==> config.mk <==
export PLATFORM = sky130hd
export DESIGN_NAME = bus_ram
export DESIGN_NICKNAME = d
export VERILOG_FILES = /design/src/rtl/bus_ram.sv
export SDC_FILE = /design/constraint.sdc
export NUM_CORES = 1
export LEC_CHECK = 0
export BUFFER_PORTS_ARGS = -buffer_cell sky130_fd_sc_hd__buf_2
export CORE_UTILIZATION = 60
export CTS_BUF_LIST = sky130_fd_sc_hd__clkbuf_8
export CTS_CLUSTER_DIAMETER = 30
export CTS_CLUSTER_SIZE = 30
export DETAILED_ROUTE_END_ITERATION = 12
export GPL_ROUTABILITY_DRIVEN = 0
export GPL_TIMING_DRIVEN = 0
export HOLD_SLACK_MARGIN = 0.12
export PLACE_DENSITY = 0.86
export SLEW_MARGIN = 20
export SYNTH_ARGS = -nofsm -noshare
export SYNTH_HDL_FRONTEND = slang
export SYNTH_SLANG_ARGS = --single-unit
==> constraint.sdc <==
create_clock -name clk -period 4.88 [get_ports clk]
set_input_delay 0.488 -clock clk [delete_from_list [all_inputs] [get_ports clk]]
set_output_delay 0.488 -clock clk [all_outputs]
set_load 0.02 [all_outputs]
==> src/rtl/bus_ram.sv <==
// -----------------------------------------------------------------------------
// bus_ram
//
// Purpose:
//   Single-port RAM that sits on the shared CPU bus. A memory-address register
//   (MAR) selects the word to read or write. Microcode strobes load the MAR,
//   write the bus into memory, or drive memory onto the bus.
//   A sequential program loader can stream a full memory image into the array
//   through a valid/ready handshake. A sticky error flag records any cycle in
//   which the controller asked to write and read the RAM together.
//
// Parameters:
//   DATA_W      bus and memory word width
//   ADDR_W      address width; the array holds 2**ADDR_W words
//
// Ports:
//   clk         single clock, all state changes on the rising edge
//   reset       synchronous, active-high
//   c_mi        load MAR from the low ADDR_W bits of bus_in
//   c_ri        write bus_in into mem[MAR]
//   c_ro        drive mem[MAR] onto bus_out (combinational read)
//   bus_in      value currently on the CPU bus
//   bus_out     read data, zero when the RAM is not driving
//   bus_oe      bus_out is valid and owns the bus
//   addr_bus    current MAR value
//   prog_mode   level; selects loader mode, CPU strobes ignored while high
//   prog_valid  prog_data holds a word to load
//   prog_data   loader write data
//   prog_ready  loader accepts a word this cycle
//   prog_done   a full image has been loaded
//   err         sticky flag, set when c_ri and c_ro were asserted together
// -----------------------------------------------------------------------------
module bus_ram #(
  parameter int DATA_W = 8,
  parameter int ADDR_W = 4
) (
  input  logic              clk,
  input  logic              reset,
  input  logic              c_mi,
  input  logic              c_ri,
  input  logic              c_ro,
  input  logic [DATA_W-1:0] bus_in,
  output logic [DATA_W-1:0] bus_out,
  output logic              bus_oe,
  output logic [ADDR_W-1:0] addr_bus,
  input  logic              prog_mode,
  input  logic              prog_valid,
  input  logic [DATA_W-1:0] prog_data,
  output logic              prog_ready,
  output logic              prog_done,
  output logic              err
);

  localparam int DEPTH = 2 ** ADDR_W;

  typedef enum logic [1:0] {
    IDLE = 2'd0,
    LOAD = 2'd1,
    DONE = 2'd2
  } loadState_e;

  loadState_e        state_q, state_d;
  logic [ADDR_W-1:0] mar_q, mar_d;
  logic [ADDR_W-1:0] ptr_q, ptr_d;
  logic              err_q, err_d;

  logic [DATA_W-1:0] mem [DEPTH];

  logic              cpuActive;
  logic              loadAccept;
  logic              lastWord;
  logic              memWe;
  logic [ADDR_W-1:0] memWaddr;
  logic [DATA_W-1:0] memWdata;

  // The CPU strobes count only while the loader is fully idle and not being
  // requested. The cycle in which prog_mode first rises is already treated as
  // loader time, so a stray strobe cannot sneak in before LOAD begins.
  assign cpuActive  = (state_q == IDLE) && !prog_mode;

  // prog_ready is high for the whole of LOAD, so a handshake reduces to
  // "in LOAD and valid".
  assign loadAccept = (state_q == LOAD) && prog_valid;
  assign lastWord   = &ptr_q;

  // Loader state register.
  always_ff @(posedge clk) begin
    if (reset) begin
      state_q <= IDLE;
    end else begin
      state_q <= state_d;
    end
  end

  // Loader next-state logic. Dropping prog_mode always returns to IDLE.
  // From LOAD this is an abort, and prog_done never rises.
  always_comb begin
    state_d = state_q;
    case (state_q)
      IDLE: begin
        if (prog_mode) begin
          state_d = LOAD;
        end
      end
      LOAD: begin
        if (!prog_mode) begin
          state_d = IDLE;
        end else if (loadAccept && lastWord) begin
          state_d = DONE;
        end
      end
      DONE: begin
        if (!prog_mode) begin
          state_d = IDLE;
        end
      end
      default: state_d = IDLE;
    endcase
  end

  // Loader and bus outputs. prog_ready and prog_done decode the registered
  // state only, so they never depend combinationally on prog_valid.
  always_comb begin
    prog_ready = (state_q == LOAD);
    prog_done  = (state_q == DONE);
    bus_oe     = cpuActive && c_ro;
    bus_out    = '0;
    if (bus_oe) begin
      bus_out = mem[mar_q];
    end
    addr_bus   = mar_q;
    err        = err_q;
  end

  // Next values for the MAR, load pointer and error flag.
  // The MAR is cleared when leaving DONE, so a freshly loaded program starts
  // executing at address 0. An aborted load leaves the MAR unchanged.
  always_comb begin
    mar_d = mar_q;
    if (cpuActive && c_mi) begin
      mar_d = bus_in[ADDR_W-1:0];
    end
    if ((state_q == DONE) && !prog_mode) begin
      mar_d = '0;
    end

    ptr_d = ptr_q;
    if ((state_q == IDLE) && prog_mode) begin
      ptr_d = '0;
    end else if (loadAccept) begin
      ptr_d = ptr_q + 1'b1;
    end

    err_d = err_q;
    if (cpuActive && c_ri && c_ro) begin
      err_d = 1'b1;
    end
  end

  // Write-port selection. Loader and CPU writes are mutually exclusive because
  // cpuActive requires IDLE. A write that collides with a read is dropped; the
  // read still proceeds and err records the conflict. The CPU write uses the
  // MAR value from before the edge, even if c_mi loads a new MAR this cycle.
  always_comb begin
    memWe    = 1'b0;
    memWaddr = mar_q;
    memWdata = bus_in;
    if (loadAccept) begin
      memWe    = 1'b1;
      memWaddr = ptr_q;
      memWdata = prog_data;
    end else if (cpuActive && c_ri && !c_ro) begin
      memWe    = 1'b1;
    end
  end

  // Control and pointer registers.
  always_ff @(posedge clk) begin
    if (reset) begin
      mar_q <= '0;
      ptr_q <= '0;
      err_q <= 1'b0;
    end else begin
      mar_q <= mar_d;
      ptr_q <= ptr_d;
      err_q <= err_d;
    end
  end

  // Memory array. Reset does not clear it, so contents survive reset. Reset
  // does block any write in the same cycle.
  always_ff @(posedge clk) begin
    if (!reset && memWe) begin
      mem[memWaddr] <= memWdata;
    end
  end

endmodule

==> parameters.txt <==
Parameter                              Value

STA
  Slew Viols, Final    0
  Total negative slack    0 ns
  Part of the cycle the worst path needs    0.607
  Unrepaired setup endpoints after global routing    false
  Relative slew slack    0.394
  Final setup viols    0
  Final-report hold violation count    0
  Worst Max-Slew Pin Slew    0.906 ns
  Min cycle time layout    2.96 ns
  Clock skew    0.00994 ns
  Maximum clock frequency    0.338 GHz

Logic synthesis
  Cell count after synthesis    327
  Yosys synthesis warning count    0
  Post-synthesis instance area    0.00581 mm²
  Top_reg_cell synth    edfxtp_1
  Total of flip-flops plus latches after synthesis    143
  Largest cells by area after synthesis    edfxtp_1, mux4_2, dfxtp_1
  Yosys top cell area share    0.662
  Most frequent cells after synthesis    edfxtp_1, nand2_1, mux4_2, nor2_1, dfxtp_1
  Most used standard cell by instance count after synthesis    edfxtp_1
  Async set or reset register ratio after synthesis    0
  Number of nets produced by synthesis    351
  Library cell occupying the most area in the post-synthesis netlist    edfxtp_1
  Unique masters post-synth    37
  Number of synthesized flops with an enable pin    128
  Share of the yosys chip area belonging to registers    0.713
  Avg Cell Area, Syn    17.8 µm²

Die
  Top-level I/O count    39
  Core Footprint    0.00933 mm²
  Die W    100 µm
  Height of the die    100 µm
  Number of cell rows    35
  Die footprint    0.0101 mm²
  Initial core utilization    0.623

Finish
  # fillers    585
  Fraction of layout instances using a drive strength above 1    0.292
  Area taken by multi-input logic gates    0.00154 mm²
  Register area    0.00414 mm²
  Ant diodes    0
  Area growth from synthesis to final layout    13.4%
  Non-filler instance count after layout    526
  Number of nets in the layout    408

Global routing
  Total congestion overflow    0
  Largest net degree at the start of global routing    17
  Number of global-route vias before repair    3191
  Overall track demand over capacity in global routing    0.247
  Global-route wire length before repair    17200 µm
  Number of antenna violations at the first check in global routing    0

Critical path
  Startpoint Class    flip-flop
  Critical register-to-register path startpoint    state_q[1]
  Data arrival time of the critical path    2.47 ns
  Reg2reg end    mem[1][4]
  Critical Path Fanout Max    10
  R2R cell count    5
  Type of destination of the critical path    primary output
  Start-to-end type of the worst setup path    reg -> out
  Flop-to-flop setup slack    2.45 ns
  Critical path data required time    4.39 ns

Clocking
  Post-CTS clock slew at the launch and capture registers of the worst setup and hold paths    0.07 ns
  CTS resizes    0
  Sinks on Clock Net    143
  Buffers inserted during post-CTS setup optimization    0
  Clock latency on the worst-skew pair    0.43 ns
  Clock tree from TritonCTS    done
  Depth of the CTS H-tree    4
  Clk root buf    clkbuf_8
  Cts hold-fix bufs    0
  Clk buf depth    2
  Number of buffers created by CTS    17

Routing
  Sum of routed wire length over all layers    11200 µm
  Drt initial violations    212
  DRC violation count after routing    0
  Vias per cell    5.98
  Router iterations before antenna repair    5
  Mean routed wirelength per cell    21.3 µm
  Antenna Nets Post-Route    0
  Vias post-DR    3147

Hold path
  Type of the worst min-delay path    in -> reg
  WHS Endpoint    err
  Critical hold path startpoint    reset
  Worst Hold Path Cells    2

Pwr
  Total power    2.49 mW
  Maximum vdd drop    0.218 mV
  LEAKAGE    2.20 nW
  Pwr Density    378 mW/mm²

Placement
  Placed wire-length estimate    7390 µm
  Port bufs    38
  Number of instances in the placed design    494

Flow run
  Number of max-capacitance violations reported    0

Run status
  Status    complete, no violations
[area by class of cell]
class                   instances  share of cell area
repair buffers                 38              0.0289
clock inverters                15              0.0294
plain buffers                  16              0.0161
flip-flops and latches        143               0.629
inverters                       5             0.00285
multi-input cells             163               0.234
clock buffers                  17              0.0355
well taps                     129              0.0245
[routing by layer]
layer / share of wire / vias to the layer above / track usage
li1: - / 1404 / -
met1: 0.40 / 1569 / 0.331
met2: 0.51 / 153 / 0.392
met3: 0.075 / 21 / 0.0655
met4: 0.017 / 0 / 0.0936
met5: 0 / - / 0
[report_power, final]
part           internal (mW)  switching (mW)  leakage (nW)
Clock                  0.554           0.439         0.213
Combinational         0.0557          0.0888         0.714
Sequential              1.35         0.00496          1.28
Total                   1.96           0.532          2.20
[through the flow]
stage | hold WS, ns | cell area [µm²] | setup WS [ns] | util
after floorplan | 0.475 | 5810 | 2.72 | -
after global placement | 0.452 | 6160 | 2.27 | 0.660
after detailed placement | 0.472 | 6160 | 2.20 | 0.660
after CTS | 0.245 | 6590 | 1.91 | 0.706
after global routing | 0.257 | 6590 | 1.83 | 0.706
final | 0.265 | 6590 | 1.92 | 0.706
[flip-flops by register name, indices dropped and copies added (netlist names), named ones only]
signal    flops
mem         128
addr_bus      4
state_q       2
err           1
ptr_q         4
[cells in the final DEF, fill, tap and decap left out, drive strengths merged]
cell type	netlist	final
nand4	1	1
nand3	4	4
a31oi	4	4
a21oi	7	7
and3b	1	1
edfxtp	128	128
ha	1	1
a21o	1	1
and2	1	1
nand2	31	31
nor3b	2	2
mux4	32	32
nand2b	1	1
nor2b	8	8
nand3b	1	1
bufinv	0	4
or4b	1	1
inv	5	9
xor2	2	2
or3	1	1
a211oi	16	16
clkinvlp	0	3
nor3	2	2
clkbuf	4	21
clkinv	0	4
nor2	28	28
dfxtp	15	15
xnor2	1	1
mux2i	12	12
buf	12	50
a21boi	1	1
and3	1	1
o21bai	1	1
mux2	2	2
[how the worst max path moves through the flow]
stage                     startpoint    endpoint  slack (ns)  depth (start not counted)
after floorplan            flip-flop  bus_out[5]        2.72                          6
after global placement     prog_mode  mem[10][5]        2.27                          5
after detailed placement   prog_mode  mem[11][4]        2.20                          5
after CTS                  flip-flop  bus_out[0]        1.91                          5
after global routing       flip-flop  bus_out[0]        1.83                          5
final                      flip-flop  bus_out[0]        1.92                          5
[critical path, stage by stage (launching register included)]
cell and delay (ns):
dfxtp_1 0.45, clkbuf_1 0.55, mux4_2 0.34, mux2i_1 0.07, a211oi_1 0.39, buf_2 0.24
[kinds of logic after synthesis]
family,share of synthesized area
DFF,0.713
adders and majority gates,0.00215
xor gates and xnor gates,0.00452
buffers and inverters,0.0215
muxes,0.151
AOI/OAI and AO/OA,0.0386
and+or+nand+nor,0.0685
No activity file was read; power rests on OpenSTA's default activity.
